`src/rtl/mpmc11_cmd_issue.sv`:
```
// rtl/mpmc11_cmd_issue.sv - DDR app command issue stage for one mpmc11 burst
// Issues one 32-byte-beat command per accept, with app_rdy / write-data backpressure.
module mpmc11_cmd_issue #(
   parameter logic [31:0] INC_AMT   = 32'd32,
   parameter logic [2:0]  CMD_READ  = 3'b001,
   parameter logic [2:0]  CMD_WRITE = 3'b000
) (
   input  logic        clk,
   input  logic        rst,
   input  logic        req,
   input  logic        req_we,
   input  logic [31:0] req_addr,
   input  logic [5:0]  req_burst_len,
   input  logic        wdf_ok,
   input  logic        app_rdy,
   output logic        app_en,
   output logic [2:0]  app_cmd,
   output logic [31:0] app_addr,
   output logic [5:0]  cmd_cnt,
   output logic        busy,
   output logic        done
);

   typedef enum logic [1:0] {IDLE, ISSUE, DONE} state_t;

   state_t      state_q, state_d;
   logic        we_q, we_d;
   logic [5:0]  len_q, len_d;
   logic [5:0]  cmd_cnt_q, cmd_cnt_d;
   logic [31:0] app_addr_q, app_addr_d;
   logic [2:0]  app_cmd_q, app_cmd_d;
   logic        accept;

   always_ff @(posedge clk or posedge rst) begin
      if (rst) begin
         state_q    <= IDLE;
         we_q       <= 1'b0;
         len_q      <= 6'd0;
         cmd_cnt_q  <= 6'd0;
         app_addr_q <= 32'd0;
         app_cmd_q  <= CMD_READ;
      end else begin
         state_q    <= state_d;
         we_q       <= we_d;
         len_q      <= len_d;
         cmd_cnt_q  <= cmd_cnt_d;
         app_addr_q <= app_addr_d;
         app_cmd_q  <= app_cmd_d;
      end
   end

   always_comb begin
      state_d    = state_q;
      we_d       = we_q;
      len_d      = len_q;
      cmd_cnt_d  = cmd_cnt_q;
      app_addr_d = app_addr_q;
      app_cmd_d  = app_cmd_q;
      app_en     = 1'b0;
      accept     = 1'b0;
      case (state_q)
         IDLE: begin
            if (req) begin
               we_d       = req_we;
               len_d      = req_burst_len;
               // Beats are 32-byte aligned; the low address bits are dropped.
               app_addr_d = req_addr & 32'hFFFF_FFE0;
               app_cmd_d  = req_we ? CMD_WRITE : CMD_READ;
               cmd_cnt_d  = 6'd0;
               state_d    = ISSUE;
            end
         end
         ISSUE: begin
            // Never gated by app_rdy, so the command is presented while it waits.
            app_en = !we_q | wdf_ok;
            accept = app_en & app_rdy;
            if (accept) begin
               if (cmd_cnt_q == len_q) begin
                  state_d = DONE;
               end else begin
                  app_addr_d = app_addr_q + INC_AMT;
                  cmd_cnt_d  = cmd_cnt_q + 6'd1;
               end
            end
         end
         DONE: begin
            state_d = IDLE;
         end
         default: begin
            state_d = IDLE;
         end
      endcase
   end

   assign app_cmd  = app_cmd_q;
   assign app_addr = app_addr_q;
   assign cmd_cnt  = cmd_cnt_q;
   assign busy     = (state_q != IDLE);
   assign done     = (state_q == DONE);

endmodule

```
`config.mk`:
```
export PLATFORM = sky130hd
export DESIGN_NAME = mpmc11_cmd_issue
export DESIGN_NICKNAME = d
export VERILOG_FILES = /design/src/rtl/mpmc11_cmd_issue.sv
export SDC_FILE = /design/constraint.sdc
export NUM_CORES = 1
export LEC_CHECK = 0
export BUFFER_PORTS_ARGS = -buffer_cell sky130_fd_sc_hd__buf_2
export CAP_MARGIN = 20
export CORE_ASPECT_RATIO = 1.5
export CORE_MARGIN = 3
export CORE_UTILIZATION = 45
export CTS_BUF_LIST = sky130_fd_sc_hd__clkbuf_8 sky130_fd_sc_hd__clkbuf_16
export CTS_CLUSTER_DIAMETER = 150
export DETAILED_ROUTE_END_ITERATION = 8
export PLACE_DENSITY_LB_ADDON = 0.15
export RECOVER_POWER = 100
export REMOVE_ABC_BUFFERS = 1
export SLEW_MARGIN = 20
export SYNTH_ARGS = -nofsm -noshare
export SYNTH_HDL_FRONTEND = slang
export SYNTH_SLANG_ARGS = --single-unit
```
`constraint.sdc`:
```
create_clock -name clk -period 3.3 [get_ports clk]
set_input_delay 0.66 -clock clk [delete_from_list [all_inputs] [get_ports clk]]
set_output_delay 0.66 -clock clk [all_outputs]
set_load 0.1 [all_outputs]
```
==> PnR_summary.wiki, run 1 <==
{| class="wikitable"
! Metric !! Value
|-
| Clock-pin slew on the worst setup and hold paths || 0.09 ns
|-
| Filler cells || 587
|-
| Floorplan core area || 5290 sq um
|-
| Layout cells sized above 1 || 15.4%
|-
| Most used cells in the layout excluding fill and tap cells || nand2_1 (51), dfrtp_1 (42), clkbuf_1 (42)
|-
| Layout overhead on the synthesized area || 17.3%
|-
| Resize count post-CTS || 0
|-
| Largest area contributor in the synthesized netlist || dfrtp_1
|-
| Complex-gate fraction of the synthesized area || 22.3%
|-
| Hold WC Path Type || in -> async
|-
| Reg-to-reg critical path endpoint || app_addr[19]
|-
| Fraction of synthesized area in multiplexers || 0%
|-
| Period minus WS final || 2.61 ns
|-
| Depth of the worst register-to-register path || 5
|-
| Data arrival time of the worst path || 1.95 ns
|-
| Via count of the first global-routing pass || 2370
|-
| Mean area per synthesized cell || 8.39 sq um
|-
| Worst-case clock buffer depth || 2
|-
| CTS Root Buffer Type || clkbuf_8
|-
| RSZ-0062 raised after global routing || false
|-
| HPWL reported at the end of detailed placement || 5000 um
|-
| Register bit total from synthesis || 43
|-
| Outcome || complete, no violations
|-
| Worst hold slack across all endpoints || 0.263 ns
|-
| Cell area after technology mapping || 2520 sq um
|-
| Data required, critical path || 2.64 ns
|-
| Initial antenna violation count || 0
|-
| Fraction of registers with async set/reset || 100%
|-
| Area used by multi-input combinational logic || 1310 sq um
|-
| Commonest register cell after synthesis || dfrtp_1
|-
| Reg area || 1080 sq um
|-
| Largest net degree at the start of global routing || 28
|-
| Die area || 6540 sq um
|-
| Number of levels the H-tree was split into || 2
|-
| Post-detailed-route DRC marker count || 0
|-
| GP Congestion || 0.850
|-
| Diodes inserted || 0
|-
| Reported max-cap violation count || 0
|-
| Number of placement rows || 32
|-
| Reg-to-Reg Start || cmd_cnt[4]
|-
| Number of cells produced by synthesis || 300
|-
| Crit path capture type || primary output
|-
| Relative slew slack || 22.2%
|-
| Die outline width || 67.1 um
|-
| Clk sink count || 43
|-
| Wire length of the first global-routing pass || 11300 um
|-
| Total grt overflow || 0
|-
| Clock tree from TritonCTS || built
|-
| Post-CTS Setup Bufs || 0
|-
| Area fraction in and, or, nand and nor cells after synthesis || 25.6%
|-
| Largest family of logic cells by synthesized area || simple AND/OR/NAND/NOR gates
|-
| Final wirelength || 7020 um
|-
| Final clock skew || 0.0109 ns
|-
| Number of buffers inserted for hold repair after clock tree synthesis || 0
|-
| GRT Total Usage || 22.1%
|-
| Max FO, Critical Path || 8
|-
| Starting utilization of the core area || 47.6%
|-
| Netlist cell types || 51
|-
| Worst Setup Start Kind || flip-flop
|-
| Kind of critical path || reg -> out
|-
| Peak Freq || 383 MHz
|-
| Commonest non-fill, non-tap cell in the layout || nand2_1
|-
| Routed len/inst || 16.0 um
|-
| Number of clock buffers inserted by TritonCTS || 5
|-
| Tightest Pin Transition || 1.17 ns
|-
| Worst R2R Setup Slack || 0.87 ns
|-
| Synthesized-area fraction occupied by xor and xnor cells || 2.09%
|-
| Skew-Pair Late Insertion Delay || 0.30 ns
|-
| Share of the synthesized area in the top cell type || 41.8%
|-
| Number of enable-type register cells in the synthesized netlist || 0
|-
| Routed vias || 2533
|-
| Post-synthesis sequential area ratio || 42.8%
|-
| Length of the first detailed-routing pass in iterations || 4
|-
| Residual antenna-violating net count after detailed routing || 0
|-
| Cell types occupying the most area after synthesis || dfrtp_1 (42%), nand2_1 (7.6%), a21oi_1 (4.6%)
|-
| Max-slew violation count || 0
|-
| Hold Fails Final Rpt || 0
|-
| Setup TNS || 0 ns
|-
| Post-layout nets || 416
|-
| Final Cycle Share || 79.1%
|-
| Adder and majority gate portion of the synthesized area || 0.995%
|-
| Total of endpoints with negative setup slack in the final report || 0
|-
| I/O pin count || 88
|-
| Number of port buffers || 75
|-
| Vias per inst || 5.77
|-
| Count of yosys warnings during synthesis || 0
|-
| Chip height || 97.6 um
|-
| First DRT Iteration DRCs || 113
|}
==> metrics by stage <==
stage	std cells	area (sq um)	util [%]	worst slack, ns
2_1_floorplan	279	2400	-	0.112
3_3_place_gp	430	2930	55.4	0.723
3_5_place_dp	430	2930	55.4	0.696
4_1_cts	438	3010	57.0	0.859
5_1_grt	439	2950	55.8	0.637
6_report	439	2950	55.8	0.691
==> critical path, cell delays in order, from the launching register on <==
cell	delay, ns
dfrtp_1	0.46
nor2b_1	0.18
and2_1	0.14
clkbuf_1	0.86
==> registers in the layout, indices dropped and copies added (netlist names) <==
register and cells:
cmd_cnt 6, app_addr 27, app_cmd 1, we_q 1, state_q 2, len_q 6
==> cell type report <==
cell class | instances | share of cell area, %
Multi-Input combinational cell | 233 | 44.4
Sequential cell | 43 | 36.5
Timing Repair Buffer | 84 | 12.8
Tap cell | 68 | 2.88
Clock buffer | 5 | 2.33
Clock inverter | 3 | 0.679
Inverter | 3 | 0.382
==> logic make-up (layout without fill, tap and decap cells) <==
logic type / count (synthesis) / in the layout
AO/OA/AOI/OAI: 84 / 84
other: 1 / 7
flip-flops: 43 / 43
buffers and inverters: 30 / 95
adder cells (fa/ha/maj): 2 / 2
XOR/XNOR: 6 / 6
AND/OR/NAND/NOR: 134 / 134
==> routing by layer <==
| metal | vias to the layer above | GRT usage (%) | routed length (um) |
|---|---|---|---|
| met5 | - | 0 | 0 |
| met4 | 0 | 7.66 | 97 |
| met3 | 9 | 3.59 | 424 |
| met2 | 86 | 37.7 | 3650 |
| met1 | 1225 | 27.2 | 2850 |
| li1 | 1213 | - | - |
==> worst max-delay path by stage <==
stage	startpoint	endpoint	slack, ns
floorplan	cmd_cnt[0]	app_addr[22]	0.11
CTS	cmd_cnt[4]	app_addr[19]	0.86
finish	state_q[1]	app_en	0.69
global placement	req	app_addr[19]	0.72
global route	state_q[1]	app_en	0.64
detailed placement	req	app_addr[20]	0.70
==> cells in the mapped netlist (2+ instances only) <==
library cell	n
nand2b_1	3
o21ai_0	17
a221o_1	2
and3_1	6
nor2b_1	2
o311ai_0	2
a32oi_1	2
a31oi_1	3
nor4_1	2
and2_1	3
inv_1	3
a21o_1	2
and4_1	4
o211ai_1	2
o31ai_1	6
nand3_1	19
nor2_1	25
o221a_2	2
xor2_1	6
nor3_1	6
o22ai_1	3
clkbuf_1	15
buf_2	4
dfrtp_1	42
a21oi_1	23
ha_1	2
nand2_1	51
or2_2	2
buf_4	7
a2bb2oi_1	2
o2bb2ai_1	2
nand4_1	6
a211oi_1	6
Power of run 1 is left out: the tool's default activity adds up to more than one toggle a clock period on the data nets, which glitch-free logic cannot reach.
==> inputs of run 2 (changes only) <==
Clock period 3.3 ns to 2.45 ns, I/O delays scaled along.
==> PnR_summary.wiki, run 2 (synthesized netlist as in run 1, its figures left out) <==
{| class="wikitable"
! Metric !! Value
|-
| Outcome || complete, no violations
|-
| Worst path top cell family by delay || buffers and inverters
|-
| GRT Total Usage || 22.1% (+0.083 points)
|-
| Number of levels the H-tree was split into || 2 (unchanged)
|-
| Number of placement rows || 32 (unchanged)
|-
| Max FO, Critical Path || 2 (-6)
|-
| Die area || 6540 sq um (unchanged)
|-
| Reported max-cap violation count || 0 (unchanged)
|-
| Worst Min Path Start || req_burst_len[1]
|-
| Clock tree from TritonCTS || built
|-
| Wire length of the first global-routing pass || 11500 um (+1.8%)
|-
| Routed vias || 2495 (-1.5%)
|-
| Max reg flops || 27 (unchanged)
|-
| Period minus WS final || 2.17 ns
|-
| Max-slew violation count || 0 (unchanged)
|-
| Number of buffers inserted for hold repair after clock tree synthesis || 0 (unchanged)
|-
| First DRT Iteration DRCs || 187 (+65%)
|-
| Slowest-stage cell, CP || clkbuf_1
|-
| HPWL reported at the end of detailed placement || 5080 um (+1.5%)
|-
| CP cell instances || clkbuf_1
|-
| Crit path capture type || primary output
|-
| Commonest non-fill, non-tap cell in the layout || nand2_1
|-
| Final wirelength || 6850 um (-2.4%)
|-
| Hold WC Path Type || in -> reg
|-
| Chip height || 97.6 um (unchanged)
|-
| Routed len/inst || 15.5 um (-3.3%)
|-
| RSZ-0062 raised after global routing || false
|-
| Most used cells in the layout excluding fill and tap cells || nand2_1 (51), dfrtp_1 (42), buf_2 (38)
|-
| Worst hold slack across all endpoints || 0.382 ns (+0.119 ns)
|-
| Largest net degree at the start of global routing || 44 (+57%)
|-
| Placed Cells incl. Taps || 435 (+1.2%)
|-
| Layout overhead on the synthesized area || 20.3%
|-
| Number of buffer and inverter stages on the critical path || 1 (unchanged)
|-
| Worst Setup Start Kind || flip-flop
|-
| Initial antenna violation count || 0 (unchanged)
|-
| Reg-to-Reg Start || cmd_cnt[0]
|-
| Final Cycle Share || 88.6%
|-
| CTS Root Buffer Type || clkbuf_8
|-
| Vias per inst || 5.63 (-2.4%)
|-
| I/O pin count || 88 (unchanged)
|-
| Number of clock buffers inserted by TritonCTS || 5 (unchanged)
|-
| GP Congestion || 0.837 (-1.6%)
|-
| Die outline width || 67.1 um (unchanged)
|-
| Number of port buffers || 75 (unchanged)
|-
| Min-Delay Endpoint || len_q[1]
|-
| Kind of critical path || reg -> out
|-
| Relative slew slack || 22.2% (-0.033 points)
|-
| Hold Fails Final Rpt || 0 (unchanged)
|-
| Worst R2R Setup Slack || 0.29 ns (-0.58 ns)
|-
| Depth of the worst register-to-register path || 6 (+1)
|-
| Diodes inserted || 0 (unchanged)
|-
| Worst-case clock buffer depth || 2 (unchanged)
|-
| Post-CTS Setup Bufs || 0 (unchanged)
|-
| Post-detailed-route DRC marker count || 0 (unchanged)
|-
| Total grt overflow || 0 (unchanged)
|-
| Starting utilization of the core area || 47.6% (unchanged)
|-
| Data required, critical path || 1.96 ns (-0.68 ns)
|-
| Final clock skew || 0.00345 ns (-0.00748 ns)
|-
| Residual antenna-violating net count after detailed routing || 0 (unchanged)
|-
| Crit path largest cell delay || 0.85 ns (about the same)
|-
| Length of the first detailed-routing pass in iterations || 4 (unchanged)
|-
| Resize count post-CTS || 0 (unchanged)
|-
| Data arrival time of the worst path || 1.68 ns (-0.27 ns)
|-
| Skew-Pair Late Insertion Delay || 0.29 ns (about the same)
|-
| Total of endpoints with negative setup slack in the final report || 0 (unchanged)
|-
| Clk sink count || 43 (unchanged)
|-
| Peak Freq || 461 MHz
|-
| Via count of the first global-routing pass || 2459 (+3.8%)
|-
| Reg-to-reg critical path endpoint || app_addr[11]
|-
| Tightest Pin Transition || 1.17 ns (+0.000489 ns)
|-
| Layout cells sized above 1 || 17.6% (+2.2 points)
|-
| Floorplan core area || 5290 sq um (unchanged)
|-
| Clock-pin slew on the worst setup and hold paths || 0.08 ns (about the same)
|-
| Fin cells || 443 (+0.91%)
|-
| Post-layout nets || 420 (+0.96%)
|-
| WHS Path Cells || 3
|}
[run 2: cell types whose count changed in the layout (fill, tap and decap cells not counted), sizes merged]
cell | before | now
clkbuf | 47 | 48
clkinvlp | 2 | 0
buf | 42 | 46
bufinv | 0 | 1
[run 2: how the worst max path moves through the flow]
| stage | cells after the start | from | endpoint |
|---|---|---|---|
| 2_1_floorplan | 5 | cmd_cnt[0] | app_addr[22] |
| 3_3_place_gp | 7 | req | app_addr[19] |
| 3_5_place_dp | 6 | app_addr[5] | app_addr[31] |
| 4_1_cts | 6 | app_addr[5] | app_addr[31] |
| 5_1_grt | 6 | state_q[0] | app_addr[15] |
| 6_report | 1 | app_cmd[0] | app_cmd[0] |
[run 2: final cells by class]
type / count / area (sq um)
clock inverters: 2 / 35.0
multi-input cells: 233 / 1310
inverters: 3 / 11.3
well taps: 68 / 85.1
fillers: 551 / 2260
flip-flops and latches: 43 / 1080
repair buffers: 88 / 427
clock buffers: 6 / 82.6
[run 2: metrics by stage]
step | setup WS (ns) | setup TNS, ns | util (%) | area, sq um
2_1_floorplan | -0.738 | -12.77 | - | 2400
3_3_place_gp | 0.429 | 0 | 56.3 | 2980
3_5_place_dp | 0.357 | 0 | 56.3 | 2980
4_1_cts | 0.336 | 0 | 58.6 | 3100
5_1_grt | 0.114 | 0 | 57.3 | 3030
6_report | 0.280 | 0 | 57.3 | 3030
[run 2: metal layers]
layer  global-route usage [%]  up-vias  part of all wire (%)
met5                        0        -                     0
met1                     28.2     1168                    40
li1                         -     1223                     -
met3                     3.70       10                   6.5
met4                     8.28        0                   1.6
met2                     36.6       94                    52
Power of run 2 is left out for the same reason.
==> inputs of run 3 (changes only) <==
Settings changed: MAX_ROUTING_LAYER set to met4, PLACE_DENSITY set to 0.73, PLACE_DENSITY_LB_ADDON 0.15 to unset.
==> PnR_summary.wiki, run 3 (synthesized netlist as in run 1, its figures left out) <==
{| class="wikitable"
! Metric !! Value
|-
| Total grt overflow || 0 (unchanged)
|-
| Outcome || complete, no violations
|-
| Chip height || 97.6 um (unchanged)
|-
| Length of the first detailed-routing pass in iterations || 5 (+1)
|-
| Kind of critical path || reg -> out
|-
| Area used by multi-input combinational logic || 1310 sq um (unchanged)
|-
| Number of clock buffers inserted by TritonCTS || 5 (unchanged)
|-
| Depth of the worst register-to-register path || 6 (unchanged)
|-
| Reported max-cap violation count || 0 (unchanged)
|-
| Period minus WS final || 2.18 ns (+0.00736 ns)
|-
| Worst Setup Start Kind || flip-flop
|-
| Max-slew violation count || 0 (unchanged)
|-
| I/O pin count || 88 (unchanged)
|-
| Routed vias || 2513 (+0.72%)
|-
| RSZ-0062 raised after global routing || false
|-
| Post-detailed-route DRC marker count || 0 (unchanged)
|-
| Layout cells sized above 1 || 17.8% (+0.22 points)
|-
| Data arrival time of the worst path || 1.69 ns (about the same)
|-
| Worst slack after detailed placement || 0.354 ns (-0.00356 ns)
|-
| Worst R2R Setup Slack || 0.31 ns (+0.02 ns)
|-
| Post-route cell area || 3020 sq um (-0.12%)
|-
| Peak Freq || 459 MHz (-0.34%)
|-
| CP cell instances || clkbuf_1
|-
| Worst Min Path Start || req_burst_len[1]
|-
| Clock tree from TritonCTS || built
|-
| Final clock skew || 0.00845 ns (+0.00500 ns)
|-
| Via count of the first global-routing pass || 2437 (-0.89%)
|-
| GRT Total Usage || 23.2% (+1.1 points)
|-
| Clk sink count || 43 (unchanged)
|-
| Post-detailed-placement cell area || 2990 sq um (+0.25%)
|-
| Commonest non-fill, non-tap cell in the layout || nand2_1
|-
| Filler cells || 562 (+2.0%)
|-
| Max FO, Critical Path || 2 (unchanged)
|-
| Number of placement rows || 32 (unchanged)
|-
| Die area || 6540 sq um (unchanged)
|-
| Wire length of the first global-routing pass || 11600 um (+0.89%)
|-
| Number of buffers inserted for hold repair after clock tree synthesis || 0 (unchanged)
|-
| Tightest Pin Transition || 1.18 ns (+0.00652 ns)
|-
| Floorplan core area || 5290 sq um (unchanged)
|-
| CTS Root Buffer Type || clkbuf_8
|-
| Global-route layer with the greatest usage || met2
|-
| Die outline width || 67.1 um (unchanged)
|-
| Data required, critical path || 1.96 ns (about the same)
|-
| Clock-pin slew on the worst setup and hold paths || 0.08 ns (about the same)
|-
| Max reg flops || 27 (unchanged)
|-
| Final wirelength || 7040 um (+2.8%)
|-
| Reg-to-reg critical path endpoint || app_addr[31]
|-
| Number of buffer and inverter stages on the critical path || 1 (unchanged)
|-
| Number of port buffers || 75 (unchanged)
|-
| GP Congestion || 0.831 (-0.68%)
|-
| Total of endpoints with negative setup slack in the final report || 0 (unchanged)
|-
| HPWL reported at the end of detailed placement || 5050 um (-0.50%)
|-
| Routed len/inst || 15.9 um (+2.5%)
|-
| WHS Path Cells || 3 (unchanged)
|-
| Largest net degree at the start of global routing || 44 (unchanged)
|-
| Number of levels the H-tree was split into || 2 (unchanged)
|-
| Most used cells in the layout excluding fill and tap cells || nand2_1 (51), dfrtp_1 (42), buf_2 (38)
|-
| Crit path largest cell delay || 0.86 ns (about the same)
|-
| Diodes inserted || 0 (unchanged)
|-
| First DRT Iteration DRCs || 174 (-7.0%)
|-
| GR Layer Usage met2 || 39.5% (+2.9 points)
|-
| Initial antenna violation count || 0 (unchanged)
|-
| Layout overhead on the synthesized area || 20.2%
|-
| Crit path capture type || primary output
|-
| Hold Fails Final Rpt || 0 (unchanged)
|-
| Hold WC Path Type || in -> reg
|-
| Worst path top cell family by delay || buffers and inverters
|-
| Final Cycle Share || 88.9% (+0.30 points)
|-
| Worst-case clock buffer depth || 2 (unchanged)
|-
| Post-layout nets || 421 (+0.24%)
|-
| Residual antenna-violating net count after detailed routing || 0 (unchanged)
|-
| Min-Delay Endpoint || len_q[1]
|-
| Final setup slack of the worst path || 0.273 ns (-0.00736 ns)
|-
| Skew-Pair Late Insertion Delay || 0.30 ns (about the same)
|-
| Met3 track demand over resource || 3.13% (-0.58 points)
|-
| Slowest-stage cell, CP || clkbuf_1
|-
| Vias per inst || 5.66 (+0.49%)
|-
| Global routing met1 resource utilization || 27.5% (-0.67 points)
|-
| Resize count post-CTS || 0 (unchanged)
|-
| Reg area || 1080 sq um (unchanged)
|-
| Relative slew slack || 21.7% (-0.43 points)
|-
| Reg-to-Reg Start || app_addr[5]
|-
| Starting utilization of the core area || 47.6% (unchanged)
|-
| Post-CTS Setup Bufs || 0 (unchanged)
|}
-- run 3: final cells by class --
type / count / share of cell area (%)
clock buffer: 7 / 3.19
clock inverter: 1 / 0.124
multi-input combinational: 233 / 43.3
inverter: 3 / 0.372
sequential: 43 / 35.6
tap: 68 / 2.81
timing repair buffer: 89 / 14.6
-- run 3: per-stage QoR --
| stage | instances | utilization (%) | setup TNS [ns] | hold slack, ns |
|---|---|---|---|---|
| floorplan | 279 | - | -12.77 | 0.447 |
| global placement | 436 | 56.5 | 0 | 0.462 |
| detailed placement | 436 | 56.5 | 0 | 0.465 |
| CTS | 444 | 58.4 | 0 | 0.350 |
| global route | 444 | 57.2 | 0 | 0.385 |
| finish | 444 | 57.2 | 0 | 0.380 |
-- run 3: worst max-delay path by stage --
stage / from / endpoint / slack, ns / depth (start not counted)
2_1_floorplan: cmd_cnt[0] / app_addr[22] / -0.74 / 5
3_5_place_dp: app_addr[5] / app_addr[31] / 0.35 / 6
5_1_grt: state_q[0] / app_addr[18] / 0.14 / 6
4_1_cts: app_addr[5] / app_addr[31] / 0.32 / 6
3_3_place_gp: req / cmd_cnt[5] / 0.39 / 7
6_report: app_cmd[0] / app_cmd[0] / 0.27 / 1
-- run 3: metal layers --
metal,vias to the layer above,wire (um)
met2,91,3780
met3,10,439
met1,1191,2700
met4,0,116
li1,1221,-
met5,-,0
-- run 3: worst min-delay path: stages --
cell and delay, ns:
buf_2 0.07, nand2_1 0.04, nand2_1 0.04
Power of run 3 is left out for the same reason.
